<file path="src/rtl/pipe_ctrl.sv">
`default_nettype none
// ============================================================================
//  Module      : pipe_ctrl
//  Description : Hazard and stall controller for the five-stage core. Drives
//                the enable/flush strobes of the PC, IF/ID and ID/EX
//                registers from load-use hazards, taken branches/jumps
//                resolved in EX, data-memory back-pressure and multi-cycle
//                multiply/divide operations held in EX. Also keeps a
//                saturating count of stall cycles for performance debug.
//
//  Optional feature (macro PIPE_CTRL_MDU_EN):
//      defined   : MDU state, down-counter and entry/exit logic present.
//      undefined : id_mdu ignored, no counter, state_o tied to 0.
//
//  Parameters:
//      MDU_LAT     EX occupancy of an MDU op in cycles (2..256).
//
//  Ports:
//      clk         in   1   core clock, rising edge
//      rst         in   1   synchronous active-high reset
//      id_valid    in   1   ID holds a real instruction
//      id_rs       in   5   ID source register rs
//      id_rt       in   5   ID source register rt
//      id_use_rs   in   1   ID instruction reads rs
//      id_use_rt   in   1   ID instruction reads rt
//      id_mdu      in   1   ID instruction is an MDU op
//      ex_load     in   1   EX instruction is a load
//      ex_rw       in   5   EX write-back register
//      ex_pcwr_en  in   1   EX resolved a taken branch/jump
//      mem_busy    in   1   data memory not ready, freeze everything
//      pc_en       out  1   PC write enable
//      ifid_en     out  1   IF/ID load enable
//      ifid_flush  out  1   IF/ID loads a bubble
//      idex_en     out  1   ID/EX load enable
//      idex_flush  out  1   ID/EX loads a bubble
//      state_o     out  2   FSM state: 0 = RUN, 1 = MDU
//      stall_cnt   out  16  saturating count of cycles with pc_en = 0
//
//  Revision    : 1.0  initial release
// ============================================================================
module pipe_ctrl #(
    parameter int MDU_LAT = 32
) (
    input  logic        clk,
    input  logic        rst,
    input  logic        id_valid,
    input  logic [4:0]  id_rs,
    input  logic [4:0]  id_rt,
    input  logic        id_use_rs,
    input  logic        id_use_rt,
    input  logic        id_mdu,
    input  logic        ex_load,
    input  logic [4:0]  ex_rw,
    input  logic        ex_pcwr_en,
    input  logic        mem_busy,
    output logic        pc_en,
    output logic        ifid_en,
    output logic        ifid_flush,
    output logic        idex_en,
    output logic        idex_flush,
    output logic [1:0]  state_o,
    output logic [15:0] stall_cnt
);

    // ------------------------------------------------------------------------
    // Constants
    // ------------------------------------------------------------------------
    localparam int               CNT_W      = $clog2(MDU_LAT);
    localparam logic [CNT_W-1:0] C_CNT_LOAD = CNT_W'(MDU_LAT - 1);
    localparam logic [15:0]      C_SAT      = 16'hFFFF;

    // ------------------------------------------------------------------------
    // Internal signals
    // ------------------------------------------------------------------------
    logic        w_load_use;
    logic        w_mdu_busy;
    logic        w_pc_en;
    logic        w_ifid_en;
    logic        w_ifid_flush;
    logic        w_idex_en;
    logic        w_idex_flush;
    logic [15:0] r_stall_cnt;

    // ------------------------------------------------------------------------
    // Load-use detection. Register $zero is never a real dependency.
    // ------------------------------------------------------------------------
    assign w_load_use = id_valid & ex_load & (ex_rw != 5'd0) &
                        ((id_use_rs & (id_rs == ex_rw)) |
                         (id_use_rt & (id_rt == ex_rw)));

`ifdef PIPE_CTRL_MDU_EN
    // ------------------------------------------------------------------------
    // MDU occupancy FSM
    // ------------------------------------------------------------------------
    typedef enum logic [1:0] {
        ST_RUN = 2'd0,
        ST_MDU = 2'd1
    } state_t;

    state_t           r_state;
    state_t           w_state_nxt;
    logic [CNT_W-1:0] r_cnt;
    logic [CNT_W-1:0] w_cnt_nxt;
    logic             w_mdu_entry;

    // EX is only blocked while the counter is still running; the cnt = 0
    // cycle of the MDU state behaves like RUN for strobe purposes.
    assign w_mdu_busy = (r_state == ST_MDU) && (r_cnt != '0);

    // An MDU op enters EX only if it actually moves out of ID this edge
    // (not frozen, not replaced by a bubble).
    assign w_mdu_entry = id_valid & id_mdu & w_idex_en & ~w_idex_flush;

    always_ff @(posedge clk) begin
        if (rst) begin
            r_state <= ST_RUN;
            r_cnt   <= '0;
        end else begin
            r_state <= w_state_nxt;
            r_cnt   <= w_cnt_nxt;
        end
    end

    always_comb begin
        w_state_nxt = r_state;
        w_cnt_nxt   = r_cnt;
        if (!mem_busy) begin
            if (w_mdu_busy) begin
                w_cnt_nxt = r_cnt - 1'b1;
            end else if (w_mdu_entry) begin
                // Covers both a fresh entry from RUN and a back-to-back reload.
                w_state_nxt = ST_MDU;
                w_cnt_nxt   = C_CNT_LOAD;
            end else begin
                w_state_nxt = ST_RUN;
            end
        end
    end

    // The state reads as RUN for the whole reset cycle, even mid-op.
    assign state_o = rst ? 2'd0 : r_state;
`else
    logic w_unused;

    assign w_mdu_busy = 1'b0;
    assign state_o    = 2'd0;
    assign w_unused   = id_mdu | (|C_CNT_LOAD);
`endif

    // ------------------------------------------------------------------------
    // Strobe generation, highest priority first
    // ------------------------------------------------------------------------
    always_comb begin
        w_pc_en      = 1'b0;
        w_ifid_en    = 1'b0;
        w_ifid_flush = 1'b0;
        w_idex_en    = 1'b0;
        w_idex_flush = 1'b0;
        if (rst || mem_busy || w_mdu_busy) begin
            // Full freeze: every register holds its contents.
            w_pc_en = 1'b0;
        end else if (ex_pcwr_en) begin
            // Redirect the PC and kill the two wrong-path instructions.
            w_pc_en      = 1'b1;
            w_ifid_en    = 1'b1;
            w_ifid_flush = 1'b1;
            w_idex_en    = 1'b1;
            w_idex_flush = 1'b1;
        end else if (w_load_use) begin
            // Hold PC and IF/ID one cycle, slip a bubble into EX.
            w_idex_en    = 1'b1;
            w_idex_flush = 1'b1;
        end else begin
            w_pc_en   = 1'b1;
            w_ifid_en = 1'b1;
            w_idex_en = 1'b1;
        end
    end

    assign pc_en      = w_pc_en;
    assign ifid_en    = w_ifid_en;
    assign ifid_flush = w_ifid_flush;
    assign idex_en    = w_idex_en;
    assign idex_flush = w_idex_flush;

    // ------------------------------------------------------------------------
    // Saturating stall-cycle counter
    // ------------------------------------------------------------------------
    always_ff @(posedge clk) begin
        if (rst) begin
            r_stall_cnt <= 16'd0;
        end else if (!w_pc_en && (r_stall_cnt != C_SAT)) begin
            r_stall_cnt <= r_stall_cnt + 16'd1;
        end
    end

    assign stall_cnt = r_stall_cnt;

endmodule
`default_nettype wire

</file>
<file path="config.mk">
export PLATFORM = sky130hd
export DESIGN_NAME = pipe_ctrl
export DESIGN_NICKNAME = d
export VERILOG_FILES = /design/src/rtl/pipe_ctrl.sv
export SDC_FILE = /design/constraint.sdc
export NUM_CORES = 1
export LEC_CHECK = 0
export CAP_MARGIN = 20
export CORE_MARGIN = 10
export CORE_UTILIZATION = 38
export DETAILED_ROUTE_END_ITERATION = 8
export PLACE_DENSITY = 0.75
export SETUP_SLACK_MARGIN = 0.05
export SLEW_MARGIN = 10
export SYNTH_ARGS = -nofsm -noshare
export SYNTH_HDL_FRONTEND = slang
export SYNTH_SLANG_ARGS = --single-unit
</file>
<file path="constraint.sdc">
create_clock -name clk -period 3.89 [get_ports clk]
set_clock_uncertainty 0.05 [all_clocks]
set_input_delay 1.167 -clock clk [delete_from_list [all_inputs] [get_ports clk]]
set_output_delay 1.167 -clock clk [all_outputs]
set_load 0.01 [all_outputs]
</file>
### After elaboration in Yosys (flattened, before gate mapping)

Cells that the tools add are included.

* bits in registers: 16
* latch bits: 0
* memory bits (writable): 0
* bits in read-only memories: 0
* input port bits: 24
* word-level logic and storage cells: 24
* memories kept: 0

* $add $sub $neg: 1
* multipliers: 0
* div/mod/pow operators: 0
* order comparisons: 0
* equal/unequal tests: 3
* shift operators: 0
* mux-type cells: 9
* bitwise operators: 6
* reductions and logical operators: 4

Operators by type and width (number)
* $add 16x1->16 const B: 1
* $ne 16x16->1 const B: 1
* $eq 5x5->1: 2
* $mux 1: 9
* $and 1x1->1: 5
* $reduce_bool 5->1: 1
* $logic_and 1x1->1: 1
* $logic_not 1->1: 1
* $logic_or 1x1->1: 1
* $or 1x1->1: 1

### Longest topological paths before layout

Gate-level depths: netlist of the first run.

* depth after elaboration: 9
* mapped depth: 9

### Least setup slack after synthesis of the first run

Ideal clock, no wire load.

* path type: input to output
* from: input port ex_rw[0]
* to: output port pc_en
* data arrival time: 2.699 ns
* required time: 2.673 ns
* slack: -0.026 ns
* stages on the path: 8
* buffers on the path: 3
* path through: or3_1 -> o311a_1 -> nor2b_4 -> a211o_4 -> inv_4 -> buf_12 -> buf_12 -> buf_4

* cells in the longest elaborated chain, start to end: 7
* elaborated cells on any way between the ends: 11
* those cells by class: eq/ne (2); mux (3); bitwise (5); reduce/logical (1)

RTL lines
* start: declaration: RTL line 53 `input logic [4:0] ex_rw,`
* $eq 5x5->1, on equally long branches: RTL line 88, 89
* $and 1x1->1, on equally long branches: RTL line 88, 89
* $or 1x1->1: RTL line 88 `((id_use_rs & (id_rs == ex_rw)) |`
* $and 1x1->1 *: RTL line 87 `assign w_load_use = id_valid & ex_load & (ex_rw != 5'd0) &`
* $mux 1 * (3 in a row)
* end: declaration: RTL line 56 `output logic pc_en,`

Every way passes the cells marked *; elsewhere a longest branch is shown, timed or not.

### Final worst setup path of the first run

* from: input port id_rt[1]
* to: output port idex_flush

* cells in the longest elaborated chain, start to end: 7

RTL lines
* start: declaration: RTL line 48 `input logic [4:0] id_rt,`
* $eq 5x5->1: RTL line 89 `(id_use_rt & (id_rt == ex_rw)));`
* $and 1x1->1: RTL line 89
* $or 1x1->1: RTL line 88
* $and 1x1->1: RTL line 87
* $mux 1: RTL line 169 `end else if (w_load_use) begin`
* $mux 1: RTL line 162 `end else if (ex_pcwr_en) begin`
* $mux 1: RTL line 159 `if (rst || mem_busy || w_mdu_busy) begin`
* end: declaration: RTL line 60 `output logic idex_flush,`

Every way passes these cells.

==> summary.md, run 1 <==
| Metric | Value |
|---|---|
| Max FO, Critical Path | `3` |
| Hold path startpoint | `stall_cnt[9]$_SDFFE_PP0P_` |
| Startpoint Class | `input port` |
| Pwr per Cell Area | `223 nW/um^2` |
| Final RePlAce weighted congestion | `0.847` |
| PnR Total Power | `between 300 and 400 uW` |
| Die span in y | `74.3 microns` |
| CP max-delay cell | `clkdlybuf4s50_1` |
| Antenna Nets Post-Route | `0` |
| Asr flop ratio synth | `0` |
| Filler cells | `247` |
| Post-Place Cells | `202` |
| Total routed wirelength | `3500 microns` |
| DRT Pass-1 Iters | `5` |
| Worst-margin pin slew | `663 ps` |
| Design area | `around 1700 sq um` |
| Largest net degree at the start of global routing | `19` |
| Yosys top cell area share | `0.286` |
| Worst Reg-to-Reg Cells | `8` |
| Fin cells | `208` |
| Hold Crit Class | `flop to flop` |
| Nets | `around 200` |
| Leak pwr | `between 0.6 and 0.7 nW` |
| Worst Hold End | `stall_cnt[9]$_SDFFE_PP0P_` |
| Critical Path RT | `between 2000 and 3000 ps` |
| RSZ-0062 raised after global routing | `true` |
| H-Tree Depth | `1` |
| FF/Latch Area | `320 sq um` |
| Die Footprint | `5520 sq um` |
| Number of remaining DRC errors | `0` |
| Initial antenna violation count | `0` |
| Worst R2R Setup Slack | `about 1500 ps` |
| Main synth FF type | `dfxtp_1` |
| Core area | `2780 sq um` |
| Post-synthesis area per instance | `8.82 sq um` |
| Cts bufs inserted | `3` |
| Post-detail-place hpwl | `2570 microns` |
| WP depth | `7` |
| CTS Root Buffer Type | `clkbuf_4` |
| Hold_buf cts | `0` |
| Vias after detailed routing | `approximately 1200` |
| RR Endpoint | `stall_cnt[15]$_SDFFE_PP0P_` |
| Sequential area share after synthesis | `0.286` |
| Die W | `74.3 microns` |
| Vias per std cell | `approximately 5.6` |
| Share of cells above drive strength 1 | `0.266` |
| CP Buf/Inv Count | `2` |
| Pins Over Slew Limit | `0` |
| Placed Area | `~1600 sq um` |
| Grt ovf | `0` |
| Yosys warnings | `0` |
| TritonCTS clock tree | `done` |
| Post-synth EDFFs | `0` |
| Worst skew pair latency | `300 ps` |
| Hold path cells | `2` |
| Cell Area, Synth | `1120 sq um` |
| Num Clock Sinks | `16` |
| Max frequency | `0.261 GHz` |
| Cell with the most instances after synthesis | `dfxtp_1` |
| Fin Setup TNS | `0 ps` |
| First-pass GRT wire length | `5770 microns` |
| Final Hold Vio Count | `0` |
| Top cell type by total area after synthesis | `dfxtp_1` |
| Row count | `19` |
| Max VDD drop | `0.000190 V` |
| Worst path top cell family by delay | `buffers and inverters` |
| Worst r2r src | `stall_cnt[1]$_SDFFE_PP0P_` |
| Avg WL per Cell | `~17 microns` |
| Outcome | `finished, final reports clean` |
| Final setup viols | `0` |
| Slew headroom | `0.556` |
| Number of global-route vias before repair | `1180` |
| Worst-path clk slew | `100 ps` |
| Global-route total usage across every layer | `0.130` |
| Post-synth cell types | `41` |
| Initial Util | `0.403` |
| Ant. Diodes | `0` |
| Flops & latches, synth | `16` |
| Layout area overhead | `49.1%` |
| Top-level port count | `47` |
| WP data arrival | `2610 ps` |
| Crit path kind | `input port to output pin` |
| Max Buffers Root-to-Sink | `2` |
| Clock period minus worst slack | `3830 ps` |
| Tcrit/Tclk final | `0.983` |
| Synth area leaders | `dfxtp_1, xnor2_1, o31ai_1` |
| Most instantiated cells after synthesis | `dfxtp_1, nand3_1, xnor2_1` |
| CP cell instances | `clkdlybuf4s50_1 -> xnor2_1 -> nand4_1 -> o22ai_2 -> a21oi_1 -> nor3_1 -> buf_2` |
| DRT iter0 DRCs | `54` |
| Worst Setup End Kind | `output pin` |
| Largest register FFs | `16` |
| Cells after Synth | `127` |
| Multi-input gate area | `719 sq um` |
| Crit path largest cell delay | `420 ps` |
| Max cap viols | `0` |
| Number of I/O port buffers | `43` |
==> through the flow <==
stage	utilization	hold WS (ps)	worst slack, ps
global placement	0.566	424	-741
floorplan	-	454	-15.1
finish	0.600	446	64.5
global route	0.600	496	37.1
CTS	0.582	454	5.56
detailed placement	0.566	437	-764
==> worst max-delay path by stage <==
stage / start / endpoint / slack [ps]
after detailed placement: ex_rw[0] / pc_en / -760
after global routing: ex_rw[2] / ifid_en / 40
after floorplan: ex_rw[0] / pc_en / -20
final: id_rt[1] / idex_flush / 60
after CTS: ex_rw[0] / ifid_en / 6
after global placement: ex_rw[0] / pc_en / -740
==> worst register-to-register path, stage by stage (launching register included) <==
cell and delay, ps:
dfxtp_1 400, ha_1 210, nand2_1 80, nor2_1 380, nand2_1 90, nor2_1 540
buf_4 320, or4_2 160, a21oi_2 50
==> power breakdown <==
part	internal, mW	total, mW	switching (mW)
clock network	0.0572	0.118	0.0607
registers	0.166	0.169	0.00287
logic	0.0506	0.0861	0.0355
==> layout make-up <==
type / instances / area share
inverters: 2 / 0.00750
flip-flops and latches: 16 / 0.192
multi-input cells: 100 / 0.431
well taps: 31 / 0.0232
clock buffers: 4 / 0.0217
repair buffers: 55 / 0.325
==> metal layers <==
metal | vias to the layer above | share of wire | GRT usage
met5 | - | 0 | 0
met4 | 0 | 0.011 | 0.0427
met3 | 5 | 0.12 | 0.0638
met2 | 44 | 0.45 | 0.208
met1 | 533 | 0.43 | 0.149
li1 | 574 | - | -
==> cell families after synthesis <==
group	share of synthesized area
XOR/XNOR	0.0782
AO/OA/AOI/OAI	0.218
AND/OR/NAND/NOR	0.287
multiplexers	0.0235
buffers and inverters	0.0927
other	0.00335
flip-flops	0.286
adder cells (fa/ha/maj)	0.0112
==> cell usage in the layout, fill, tap and decap left out, types with 2 or more instances in the layout <==
cell type	count
buf_2	2
nand2_1	8
a21oi_1	8
nand4_1	5
or4_2	7
o31ai_1	9
conb_1	2
nor2b_1	2
nor3_1	2
xnor2_2	2
buf_6	5
nor2_1	6
and3_1	2
clkdlybuf4s50_1	31
dfxtp_1	16
clkbuf_4	3
xnor2_1	8
buf_4	10
nand3_1	10
or4_1	2
dlymetal6s2s_1	6
a21oi_2	7
==> timing repair <==
item / 4_1_cts / 5_1_grt
pin swaps: 6 / 7
resized for setup: 30 / 12
setup endpoints to repair: 3 / 4
hold endpoints to repair: 0 / 0
setup buffers: 1 / 1
Power figures use the tool's default switching activity.
==> inputs of run 2 (changes only) <==
- SKIP_LAST_GASP: default -> 1
==> results of run 2 <==
The final DEF is identical to that of run 1; final timing and power are the same.
==> inputs of run 3 (changes only) <==
- CELL_PAD_IN_SITES_DETAIL_PLACEMENT: default -> 0
- CELL_PAD_IN_SITES_GLOBAL_PLACEMENT: default -> 1
- CORE_UTILIZATION: 38 -> 27
- PLACE_DENSITY: 0.75 -> default
- PLACE_DENSITY_LB_ADDON: default -> 0.1
==> summary.md, run 3 (synthesis results as in run 1) <==
| Metric | Value |
|---|---|
| Top-level port count | `47` |
| Grt ovf | `0` |
| Critical Path RT | `2670 ps` |
| CP Buf/Inv Count | `3` |
| Num Clock Sinks | `16` |
| Global-route total usage across every layer | `0.0892` |
| Final RePlAce weighted congestion | `0.740` |
| Setup crit start | `ex_rw[0]` |
| Max Buffers Root-to-Sink | `2` |
| CTS Root Buffer Type | `clkbuf_8` |
| CP cell instances | `buf_6 -> or3_4 -> o311a_1 -> nor2b_4 -> a211o_4 -> inv_4 -> buf_6` |
| Number of I/O port buffers | `between 40 and 50` |
| Pins Over Slew Limit | `0` |
| Vias after detailed routing | `1156` |
| Commonest non-fill, non-tap cell in the layout | `clkdlybuf4s50_1` |
| DRT Pass-1 Iters | `2` |
| Vias per std cell | `5.12` |
| Hold path startpoint | `stall_cnt[9]$_SDFFE_PP0P_` |
| Largest register FFs | `16` |
| Min Hold Slack | `between 400 and 500 ps` |
| Initial antenna violation count | `0` |
| Largest net degree at the start of global routing | `22` |
| RSZ-0062 raised after global routing | `true` |
| Die W | `84.4 microns` |
| Avg WL per Cell | `14.8 microns` |
| Number of remaining DRC errors | `0` |
| Worst Setup End Kind | `output pin` |
| Hold Crit Class | `flop to flop` |
| TritonCTS clock tree | `done` |
| Die Footprint | `7120 sq um` |
| Row count | `23` |
| Worst-path clk slew | `70 ps` |
| Worst setup margin | `77.7 ps` |
| Final Hold Vio Count | `0` |
| Worst skew pair latency | `about 250 ps` |
| Ant. Diodes | `0` |
| Core area | `4000 sq um` |
| Total routed wirelength | `3360 microns` |
| H-Tree Depth | `1` |
| Cts bufs inserted | `3` |
| Antenna Nets Post-Route | `0` |
| Startpoint Class | `input port` |
| Pwr per Cell Area | `239 nW/um^2` |
| Fin Setup TNS | `0 ps` |
| Worst path top cell family by delay | `compound AO/OA/AOI/OAI gates` |
| Initial Util | `0.280` |
| Design area | `1670 sq um` |
| Max cap viols | `0` |
| Die span in y | `84.4 microns` |
| CP max-delay cell | `or3_4` |
| Number of global-route vias before repair | `1103` |
| Crit path kind | `input port to output pin` |
| Worst r2r src | `stall_cnt[0]$_SDFFE_PP0P_` |
| Worst-margin pin slew | `roughly 580 ps` |
| Nets | `roughly 200` |
| Leak pwr | `~0.57 nW` |
| WP data arrival | `2600 ps` |
| DRT iter0 DRCs | `14` |
| Slew headroom | `0.611` |
| Tcrit/Tclk final | `0.980` |
| Post-detail-place hpwl | `roughly 2700 microns` |
| Place WS | `-710 ps` |
| First-pass GRT wire length | `5370 microns` |
| Max FO, Critical Path | `3` |
| Clock period minus worst slack | `3810 ps` |
| Outcome | `finished, final reports clean` |
| Layout area overhead | `49.1%` |
| Final setup viols | `0` |
| Most used cell, CP | `buf_6` |
| Most frequent cells in the layout | `clkdlybuf4s50_1, dfxtp_1, xnor2_1, nand3_1, buf_4` |
| Max frequency | `around 0.26 GHz` |
| Placed Area | `1590 sq um` |
| Max VDD drop | `0.000181 V` |
| Share of cells above drive strength 1 | `0.250` |
| Crit path largest cell delay | `~370 ps` |
run 3: cell types whose count changed in the layout (fill, tap and decap cells not counted):
cell	before	now
clkbuf_4	3	0
clkbuf_8	1	4
dlymetal6s2s_1	6	3
dlygate4sd2_1	0	2
xnor2_1	8	10
xnor2_2	2	0
buf_8	1	0
clkdlybuf4s50_1	31	32
inv_4	0	1
inv_6	1	0
run 3: layer usage:
layer / vias up / share of wire / GRT usage / routed length, microns
met3: 2 / 0.050 / 0.0338 / 169
met4: 0 / 0.0012 / 0.00898 / 4
met1: 557 / 0.44 / 0.100 / 1460
met5: - / 0 / 0 / 0
met2: 22 / 0.51 / 0.160 / 1720
li1: 575 / - / - / -
run 3: layout make-up:
cell class              count  area (sq um)
well taps                  50          62.6
flip-flops and latches     16           320
multi-input cells         100           704
repair buffers             54           517
clock buffers               4          55.1
inverters                   2          10.0
fillers                   410          2330
run 3: power breakdown:
| part | total, mW | internal, mW | switching [mW] |
|---|---|---|---|
| logic | 0.0793 | 0.0466 | 0.0327 |
| registers | 0.169 | 0.166 | 0.00308 |
| clock network | 0.150 | 0.0898 | 0.0598 |
| total | 0.398 | 0.303 | 0.0956 |
run 3: final timing paths:
check,endpoint,slack [ps],cells after the start
min reg2reg,stall_cnt[9]$_SDFFE_PP0P_,450,2
max,ifid_en,80,7
max reg2reg,stall_cnt[5]$_SDFFE_PP0P_,1470,8
min,stall_cnt[9]$_SDFFE_PP0P_,450,2
run 3: repair_timing:
item / in CTS / in global routing
hold buffers: 0 / 0
endpoints found under the setup margin: 3 / 3
gates resized for setup: 29 / 6
setup buffers: 2 / 0
pin swaps: 4 / 7
run 3: worst register-to-register path: cells and delay by family (launching register included):
family        cells  cell delay, ps
buf+inv           1             270
fa+ha+maj         1             220
flops             1             400
simple gates      5            1080
mux               1             290
run 3: stage by stage:
stage	power, mW	util	instances
2_1_floorplan	0.212	-	128
3_5_place_dp	0.252	0.398	220
4_1_cts	0.405	0.414	226
3_3_place_gp	0.251	0.398	220
6_report	0.398	0.417	226
5_1_grt	0.418	0.417	226
